File: src/rtl/int_sqrt.sv
// Sequential integer square root: floor(sqrt(x)) and remainder, one result bit per cycle.
// Iterations start at the leading radicand bit pair, so small operands finish early.

module lopd (
    input  logic [31:0] in_data,
    output logic [4:0]  pos
);

    // Position of the most significant set bit (0 when the input is zero)
    always_comb begin
        pos = 5'd0;
        for (int i = 0; i < 32; i++) begin
            pos = in_data[i] ? 5'(i) : pos;
        end
    end

endmodule

module int_sqrt #(
    parameter int D_W = 32,
    parameter int Q_W = D_W / 2
) (
    input  logic             clk,
    input  logic             rst_n,
    input  logic             in_valid,
    output logic             in_ready,
    input  logic [D_W-1:0]   in_data,
    output logic             out_valid,
    input  logic             out_ready,
    output logic [Q_W-1:0]   out_data,
    output logic [Q_W:0]     out_rem
);

    typedef enum logic [1:0] {
        IDLE = 2'd0,
        INIT = 2'd1,
        CALC = 2'd2,
        DONE = 2'd3
    } state_t;

    state_t          state_r;
    state_t          state_s;
    logic [D_W-1:0]  x_r;
    logic [Q_W-1:0]  q_r;
    logic [Q_W+1:0]  rem_r;
    logic [4:0]      cnt_r;
    logic [4:0]      lopd_s;
    logic [1:0]      pair_s;
    logic [Q_W+1:0]  t_s;
    logic [Q_W+1:0]  trial_s;
    logic            fits_s;

    lopd u_lopd (
        .in_data (x_r),
        .pos     (lopd_s)
    );

    assign in_ready  = (state_r == IDLE);
    assign out_valid = (state_r == DONE);
    assign out_data  = q_r;
    assign out_rem   = rem_r[Q_W:0];

    // One restoring step: bring down the next radicand bit pair and try to subtract
    always_comb begin
        pair_s  = x_r[{cnt_r, 1'b0} +: 2];
        t_s     = (rem_r << 2) | {{Q_W{1'b0}}, pair_s};
        trial_s = {q_r, 2'b01};
        fits_s  = (t_s >= trial_s);
    end

    // State register
    always_ff @(posedge clk or negedge rst_n) begin
        if (!rst_n) begin
            state_r <= IDLE;
        end else begin
            state_r <= state_s;
        end
    end

    // Next-state decode
    always_comb begin
        state_s = state_r;
        case (state_r)
            IDLE: begin
                if (in_valid) begin
                    state_s = INIT;
                end else begin
                    state_s = IDLE;
                end
            end
            INIT: begin
                if (x_r != {D_W{1'b0}}) begin
                    state_s = CALC;
                end else begin
                    state_s = DONE;
                end
            end
            CALC: begin
                if (cnt_r == 5'd0) begin
                    state_s = DONE;
                end else begin
                    state_s = CALC;
                end
            end
            DONE: begin
                if (out_ready) begin
                    state_s = IDLE;
                end else begin
                    state_s = DONE;
                end
            end
            default: begin
                state_s = IDLE;
            end
        endcase
    end

    // Datapath: capture radicand, clear/load in INIT, iterate in CALC
    always_ff @(posedge clk or negedge rst_n) begin
        if (!rst_n) begin
            x_r   <= {D_W{1'b0}};
            q_r   <= {Q_W{1'b0}};
            rem_r <= {(Q_W+2){1'b0}};
            cnt_r <= 5'd0;
        end else begin
            case (state_r)
                IDLE: begin
                    if (in_valid) begin
                        x_r <= in_data;
                    end
                end
                INIT: begin
                    q_r   <= {Q_W{1'b0}};
                    rem_r <= {(Q_W+2){1'b0}};
                    cnt_r <= lopd_s >> 1;
                end
                CALC: begin
                    if (fits_s) begin
                        rem_r <= t_s - trial_s;
                        q_r   <= {q_r[Q_W-2:0], 1'b1};
                    end else begin
                        rem_r <= t_s;
                        q_r   <= {q_r[Q_W-2:0], 1'b0};
                    end
                    if (cnt_r != 5'd0) begin
                        cnt_r <= cnt_r - 5'd1;
                    end
                end
                default: begin
                end
            endcase
        end
    end

endmodule

File: config.mk
export PLATFORM = sky130hd
export DESIGN_NAME = int_sqrt
export DESIGN_NICKNAME = d
export VERILOG_FILES = /design/src/rtl/int_sqrt.sv
export SDC_FILE = /design/constraint.sdc
export NUM_CORES = 1
export LEC_CHECK = 0
export ABC_AREA = 1
export CAP_MARGIN = 20
export CORE_MARGIN = 5
export CORE_UTILIZATION = 45
export DETAILED_ROUTE_END_ITERATION = 8
export PLACE_DENSITY = 0.69
export SLEW_MARGIN = 20
export SYNTH_ARGS = -nofsm -noshare
export SYNTH_HDL_FRONTEND = slang
export SYNTH_SLANG_ARGS = --single-unit
File: constraint.sdc
create_clock -name clk -period 7.1 [get_ports clk]
set_input_delay 1.065 -clock clk [delete_from_list [all_inputs] [get_ports clk]]
set_output_delay 1.065 -clock clk [all_outputs]
set_load 0.02 [all_outputs]
== After elaboration in Yosys (flattened, before gate mapping) ==
Index checks and enable logic that the tools add are counted.

* Logic and storage cells: 63
* Input port bits: 36
* Bits in latches: 0
* Bits in read-only memories: 0
* Bits in writable memories: 0
* Output and inout port bits: 35
* Bits in registers: 72
* Memories kept: 0

* Equality and inequality tests: 4
* Add/subtract/negate cells: 2
* Mux-type cells: 42
* Div/mod/pow operators: 0
* Order comparisons: 1
* Multipliers: 0
* Reduce and logical (&&, ||, !) cells: 7
* Bitwise logic cells: 1
* Shift-type cells: 1

{| class="wikitable"
|+ Operators by type and width
! operator !! number
|-
| $mux 5 || 31
|-
| $pmux 17 s2 || 1
|-
| $pmux 16 s2 || 1
|-
| $reduce_bool 32->1 || 1
|-
| $shiftx 32x7->2 || 1
|-
| $ge 18x18->1 || 1
|-
| $or 18x2->18 || 1
|-
| $mux 17 || 1
|-
| $sub 17x17->17 || 1
|-
| $pmux 5 s2 || 1
|-
| $pmux 2 s4 || 1
|-
| $logic_not 5->1 || 1
|-
| $mux 1 || 5
|-
| $reduce_bool 5->1 || 1
|-
| $sub 5x1->5 const B || 1
|-
| $eq 2x2->1 const B || 2
|-
| $reduce_and 2->1 || 2
|-
| $eq 2x1->1 const B || 1
|-
| $logic_not 2->1 || 1
|-
| $mux 2 || 1
|-
| $ne 2x2->1 const B || 1
|-
| $reduce_bool 2->1 || 1
|}

== Longest topological paths before layout ==
Gate-level depths: netlist of run 1.

* Depth after elaboration: 32
* Depth in mapped cells: 22
* Gate-level depth less buffers: 21

== Hierarchy ==
From an unflattened synthesis of run 1, not the netlist that was laid out.

* Cell total of the unflattened synthesis: 701
* Area total of the unflattened synthesis: 5004.8 sq um

{| class="wikitable"
|+ Modules (own cells, without submodules)
! module !! cells an instance !! area each (sq um) !! seq. area each (sq um) !! times used
|-
| int_sqrt || 601 || 4596.9 || 1801.7 || 1
|-
| lopd || 100 || 407.9 || 0.0 || 1
|}

== Least setup slack after synthesis of run 1 ==
Ideal clock, no wire load.

* Path type: reg2reg
* Start: register cnt_r[0]
* End: register rem_r[12]
* Period minus slack after synthesis: 2.401 ns
* Data required time: 6.982 ns
* Slack: 4.699 ns
* Stages on the path, launching flop included: 22
* Path buffers: 1
* Setup time: 0.118 ns
* Arrival: 2.282 ns
* Cell sequence: dfrtp_1 inv_2 buf_6 nand2_2 nand3_1 nand2_1 nor2_2 nand2_2 nand2_4 nand2_1 ha_1 o21a_1 o221ai_1 nand2_1 nand2_1 nand2_1 nand2_1 nand2_1 inv_1 o21ai_1 nand3_1 nand2_1

* Word-level cells in the longest chain between the ends: 5
* Elaborated cells on any way between the ends: 6
* Classes of those cells: add/sub: 1; order compare: 1; shift: 1; mux: 2; bitwise: 1

{| class="wikitable"
|+ Ends and longest elaborated chain
! what !! RTL line !! RTL
|-
| from (decl) || 46 || <nowiki>logic [4:0] cnt_r;</nowiki>
|-
| from (signal assigned) || 135 || <nowiki>cnt_r <= lopd_s >> 1;</nowiki>
|-
| from (signal assigned) || 146 || <nowiki>cnt_r <= cnt_r - 5'd1;</nowiki>
|-
| $shiftx 32x7->2 (*) || 65 || <nowiki>pair_s = x_r[{cnt_r, 1'b0} +: 2];</nowiki>
|-
| $or 18x2->18 (*) || 66 || <nowiki>t_s = (rem_r << 2) | {{Q_W{1'b0}}, pair_s};</nowiki>
|-
| $sub 17x17->17 / $ge 18x18->1 (equally long branches) || 139, 68 ||
|-
| $mux 17 (*) || 138 || <nowiki>if (fits_s) begin</nowiki>
|-
| $pmux 17 s2 (*) || 126 || <nowiki>case (state_r)</nowiki>
|-
| to (signal assigned) || 134 || <nowiki>rem_r <= {(Q_W+2){1'b0}};</nowiki>
|-
| to (signal assigned) || 139 || <nowiki>rem_r <= t_s - trial_s;</nowiki>
|-
| to (signal assigned) || 142 || <nowiki>rem_r <= t_s;</nowiki>
|-
| to (decl) || 45 || <nowiki>logic [Q_W+1:0] rem_r;</nowiki>
|}

Every way passes the cells marked *; elsewhere a longest branch is shown, timed or not.
A chain may end at the register's enable or synchronous reset.

== Worst setup path in the final report of run 1 ==
Ends and elaborated chain as after synthesis.

==> metrics, run 1 <==
IO buf count 70; CTS Buf Count 9; top-count cell post-synth nand2_1; Post-CTS Hold Buffers 0; Hold Path Sink rem_r[16]; Worst setup EP type register; arrival time at the worst endpoint 3.53 ns; crit path kind register to register; GRT Total Usage 19.7%; Reg2Reg Capture Point rem_r[12]; Synth-to-Final Area Change 22.0%; antenna-violating nets left 0; PwrDens between 400 and 500 nW/um^2; Commonest cells post-synth 155 x nand2_1, 78 x inv_1, 72 x dfrtp_1; worst skew pair latency roughly 0.36 ns; H-tree levels 3; R2R cell count 21; Synth area leader dfrtp_1; Initial Util roughly 46%; Synth warnings 0; ys async rst share between 90% and 100%; R2R Path Start cnt_r[0]; max-cap violation count 0; HP Class register to register; Synth Register Bits between 70 and 80; Clock transition at path regs ~0.08 ns; maximum vdd drop about 0.31 mV; synthesized instance count ~600; via count roughly 4200; ant diodes 0; post-synth top area share slightly below 40%; min-delay src rem_r[16]; RSZ-0062 raised after global routing false; slew margin rel. about two fifths; CP startpoint kind register; Residual DRC 0; Avg Inst Size Synth between 7 and 8 um^2; Net Count, Synth about 670; std cell rows 36; fin crit share around 46%; CTS tree built; number of enable flip-flop cells after synthesis 0; vias in the first global route 4063; most area-consuming cells after synthesis dfrtp_1 40%, nand2_1 13%, inv_1 6.4%, ha_1 6.3%, nor2_1 4.9%; Synth Flop Type dfrtp_1; wire per inst 14.8 um; CTS max path bufs 2; setup TNS 0 ns; Die H 111 um; DR iter-0 viols 220; 1st-pass router iterations 5; Total Wirelength 12000 um; worst slew pin tran 0.925 ns; vias per inst 5.18; # IOs 71; Clock Skews around 0.008 ns; Hold Path Cell Cnt 2; ratio of cells with drive above 1 in the final layout under 10%; PnR Total Power about 2.4 mW; CTS Sinks ~70; register area share after synthesis 39.6%; Max Freq roughly 300 MHz; initial antenna violation count 0; R2R setup slack between 3 and 4 ns; die width 111 um; largest net degree at the start of global routing 73; Detailed Place HPWL roughly 9100 um; number of gates resized after CTS 0; NumNets Final 730; CORE AREA slightly below 10000 um^2; LEAKAGE around 2.8 nW; Distinct cells, synth just over 40; Synth Cell Area about 4600 um^2; final setup margin 3.82 ns; CP max FO 22; wire length of the first global-routing pass between 20000 and 25000 um; Fin. Hold Viols 0; WHS around 0.5 ns; Final setup viols 0; worst endpoint required time 7.35 ns; Root Driver clkbuf_8; fin crit period between 3 and 4 ns; pre-CTS setup slack 3.86 ns; GP Congestion approximately 0.9; Slew Limit Fails 0; GR Overflow Total 0; die area approximately 12000 um^2; Post-CTS Setup Inserts 0; status finished, final reports clean
[metal layers]
| metal | routed length (um) | track usage (%) |
|---|---|---|
| met3 | 712 | 3.88 |
| met1 | 5890 | 29.3 |
| met5 | 0 | 0 |
| met4 | 134 | 6.24 |
| met2 | 5230 | 28.8 |
[cells in the final DEF (no fill, tap or decap), types with 3 or more instances in the layout]
cell type	synthesis	routed
clkdlybuf4s50_1	0	69
o22ai_1	17	17
nor4_1	5	5
ha_1	23	23
nand2_2	11	12
nand4_1	3	3
clkbuf_8	0	10
a31oi_1	5	5
nor2_4	3	3
nor2_1	60	60
inv_2	3	3
a21oi_1	36	36
nand2_1	155	154
o21ai_0	14	14
inv_1	78	78
nand3_1	41	41
mux2_2	12	12
xor2_1	4	4
a21o_1	4	4
dfrtp_1	72	72
o21a_1	3	3
nor2_2	4	4
o21ai_1	6	6
o211ai_1	8	8
[through the flow]
step | std cells | area [um^2] | util (%)
finish | 809 | 5560 | 56.6
detailed placement | 793 | 5330 | 54.2
floorplan | 607 | 4550 | -
CTS | 809 | 5560 | 56.6
global placement | 793 | 5330 | 54.2
global route | 809 | 5560 | 56.6
[kinds of logic after synthesis]
family / after synthesis / share of synthesized area, %
and+or+nand+nor: 291 / 27.7
buffers and inverters: 102 / 9.18
AOI/OAI and AO/OA: 101 / 13.1
DFF: 72 / 39.6
adders and majority gates: 23 / 6.32
muxes: 12 / 2.97
xor gates and xnor gates: 6 / 1.15
[sequential cells by signal, summed over array words and instances, names as in the netlist]
register,count
cnt_r,5
out_data,16
rem_r,17
state_r,2
x_r,32
[worst max-delay path, cell delays in order (launching register included)]
cell      delay (ns)
dfrtp_1         0.77
inv_2           0.28
nand2_1         0.14
nand3_1         0.07
nand2_1         0.08
nand2_1         0.05
nand3_1         0.09
inv_2           0.05
nor2_4          0.14
inv_1           0.07
ha_1            0.22
o21a_1          0.22
o221ai_1        0.31
nand2_1         0.09
nand2_1         0.13
nand2_1         0.07
nand2_1         0.07
nand2_1         0.05
inv_1           0.05
o21ai_1         0.05
nand3_1         0.09
nand2_1         0.07
[power by group]
group	total [mW]	switching [mW]	internal, mW
clock	0.376	0.166	0.209
combinational	1.39	0.889	0.504
sequential	0.666	0.131	0.535
[layout make-up]
cell class / instances / area [um^2]
fillers: 981 / 4260
multi-input cells: 433 / 2340
flip-flops and latches: 72 / 1800
repair buffers: 71 / 703
inverters: 84 / 318
well taps: 133 / 166
clock buffers: 10 / 138
clock inverters: 6 / 91.3
[worst max-delay path by stage]
stage,from,endpoint,cells after the start
final,cnt_r[0],rem_r[12],21
after CTS,cnt_r[0],rem_r[12],21
after global routing,cnt_r[0],rem_r[12],21
after global placement,cnt_r[0],rem_r[14],18
after detailed placement,cnt_r[0],rem_r[12],21
after floorplan,cnt_r[0],rem_r[12],21
Note: power is estimated with default switching activity, not from simulation.
==> run 2, diff against run 1 <==
--- a/config.mk
+++ b/config.mk
@@ -10,7 +10,7 @@
 export CORE_MARGIN = 5
 export CORE_UTILIZATION = 45
 export DETAILED_ROUTE_END_ITERATION = 8
-export PLACE_DENSITY = 0.69
+export PLACE_DENSITY = 0.71
 export SLEW_MARGIN = 20
 export SYNTH_ARGS = -nofsm -noshare
 export SYNTH_HDL_FRONTEND = slang
==> constraint.sdc (replaced) <==
create_clock -name clk -period 3 [get_ports clk]
set_input_delay 0.45 -clock clk [delete_from_list [all_inputs] [get_ports clk]]
set_output_delay 0.45 -clock clk [all_outputs]
set_load 0.02 [all_outputs]
==> run 2 against run 1 <==
Net effect:
- cell area increased by 0.83%
- die area unchanged
- total power increased by 140%
- clock skew increased by 0.00052 ns
- clock-buffer cell count unchanged
- global-route usage increased by 1.0 points
- wire length increased by 3.6%
==> metrics, run 2 (synthesized netlist as in run 1, its figures left out) <==
worst slew pin tran 0.856 ns (was 0.925 ns); Reg2Reg Capture Point rem_r[12] (unchanged); HP Class input port to async pin (was register to register); WHS 0.129 ns (was 0.514 ns); 1st-pass router iterations 5 (unchanged); Post-Place Cell Area 5400 um^2 (was 5330 um^2); Synth-to-Final Area Change 23.0% (was 22.0%); PwrDens 1040 nW/um^2 (was 438 nW/um^2); GR Overflow Total 0 (unchanged); Initial Util 46.4% (unchanged); Max Freq 364 MHz (was 305 MHz); LEAKAGE 2.83 nW (was 2.80 nW); wire length of the first global-routing pass 21200 um (was 20100 um); Largest Register x_r (unchanged); Final setup viols 0 (unchanged); max-cap violation count 0 (unchanged); CP max FO 8 (was 22); R2R setup slack 0.25 ns (was 3.82 ns); R2R Path Start cnt_r[1] (was cnt_r[0]); worst endpoint required time 3.25 ns (was 7.35 ns); CP startpoint kind register (unchanged); # IOs 71 (unchanged); IO buf count 70 (unchanged); DR iter-0 viols 218 (was 220); CTS tree built (unchanged); H-tree levels 3 (unchanged); GRT Total Usage 20.8% (was 19.7%); arrival time at the worst endpoint 3.00 ns (was 3.53 ns); leading cell type in the layout, fill and taps excluded nand2_1 (unchanged); most frequent cells in the layout 154 x nand2_1, 78 x inv_1, 72 x dfrtp_1 (unchanged); std cell rows 36 (unchanged); Slew Limit Fails 0 (unchanged); fin crit period 2.75 ns (was 3.28 ns); fin crit share 91.7% (was 46.2%); antenna-violating nets left 0 (unchanged); largest net degree at the start of global routing 48 (was 73); ant diodes 0 (unchanged); CORE AREA 9820 um^2 (unchanged); Clock Skews 0.00869 ns (was 0.00817 ns); Fin. Hold Viols 0 (unchanged); Detailed Place HPWL 9510 um (was 9080 um); Root Driver clkbuf_8 (unchanged); ratio of cells with drive above 1 in the final layout 9.80% (was 8.73%); status finished, final reports clean (unchanged); R2R cell count 21 (unchanged); fillcell total 957 (was 981); number of flip-flops in the largest register 32 (unchanged); CTS Buf Count 9 (unchanged); CTS Sinks 72 (unchanged); CTS max path bufs 2 (unchanged); worst skew pair latency 0.36 ns (about the same); Total Wirelength 12400 um (was 12000 um); maximum vdd drop 0.569 mV (was 0.313 mV); via count 4327 (was 4191); vias per inst 5.30 (was 5.18); vias in the first global route 4320 (was 4063); die area 12200 um^2 (unchanged); die width 111 um (unchanged); Clock transition at path regs 0.08 ns (about the same); Worst setup EP type register (unchanged); setup TNS 0 ns (unchanged); initial antenna violation count 0 (unchanged); wire per inst 15.2 um (was 14.8 um); Die H 111 um (unchanged); crit path kind register to register (unchanged); slew margin rel. 42.7% (was 38.1%); final instance area 5600 um^2 (was 5560 um^2); Residual DRC 0 (unchanged); GP Congestion 0.910 (was 0.928); NumNets Final 738 (was 730); RSZ-0062 raised after global routing false (unchanged)
[run 2: worst max path at each step]
stage	startpoint	endpoint	slack [ns]	cells past startpoint
3_3_place_gp	cnt_r[1]	rem_r[12]	0.31	21
4_1_cts	cnt_r[1]	rem_r[12]	0.19	19
5_1_grt	cnt_r[0]	rem_r[12]	0.01	20
3_5_place_dp	cnt_r[1]	rem_r[12]	0.22	20
6_report	cnt_r[1]	rem_r[12]	0.25	21
2_1_floorplan	cnt_r[0]	rem_r[12]	0.60	21
[run 2: final cells by class]
type | count | area [um^2] | share of cell area, %
Multi-Input combinational cell | 433 | 2340 | 41.8
Clock inverter | 6 | 68.8 | 1.23
Tap cell | 133 | 166 | 2.97
Timing Repair Buffer | 79 | 776 | 13.8
Sequential cell | 72 | 1800 | 32.2
Inverter | 84 | 318 | 5.67
Clock buffer | 10 | 128 | 2.28
[run 2: stage by stage]
step / power [mW] / std cells / setup slack (ns) / utilization (%)
final: 5.84 / 817 / 0.249 / 57.0
after global routing: 6.39 / 817 / 0.0115 / 57.0
after CTS: 5.81 / 817 / 0.195 / 57.0
after detailed placement: 5.00 / 801 / 0.225 / 55.0
after global placement: 4.94 / 801 / 0.315 / 55.0
after floorplan: 4.09 / 607 / 0.599 / -
[run 2: report_power, final]
group	switching [mW]	total (mW)	leakage, nW	internal, mW
clock network	0.406	0.795	0.0968	0.389
logic	2.22	3.51	1.83	1.29
registers	0.268	1.54	0.899	1.27
total	2.90	5.84	2.83	2.94
[run 2: worst max-delay path, stage by stage, from the launching register on]
cell and delay [ns]:
dfrtp_1 0.59, inv_4 0.11, nor2_4 0.11, nand3_1 0.08
nand2_1 0.07, nor2_1 0.04, nand2_1 0.08, nand2_2 0.06
nor2_4 0.12, inv_1 0.07, ha_1 0.22, o21a_1 0.23
o221ai_2 0.20, nand2_1 0.08, nand2_1 0.13, nand2_1 0.07
nand2_1 0.08, nand2_1 0.06, inv_1 0.06, o21ai_1 0.06
nand3_1 0.08, nand2_1 0.05
[run 2: layer usage]
metal / vias to the layer above / GRT usage, % / part of all wire (%)
li1: 2124 / - / -
met1: 2037 / 31.0 / 50
met2: 151 / 30.8 / 43
met3: 15 / 3.45 / 6.1
met4: 0 / 6.16 / 1.4
met5: - / 0 / 0
[run 2: timing repair]
item,in CTS,in global routing
setup buffers,0,0
endpoints found under the setup margin,0,4
hold buffers,0,0
gates resized for setup,0,1
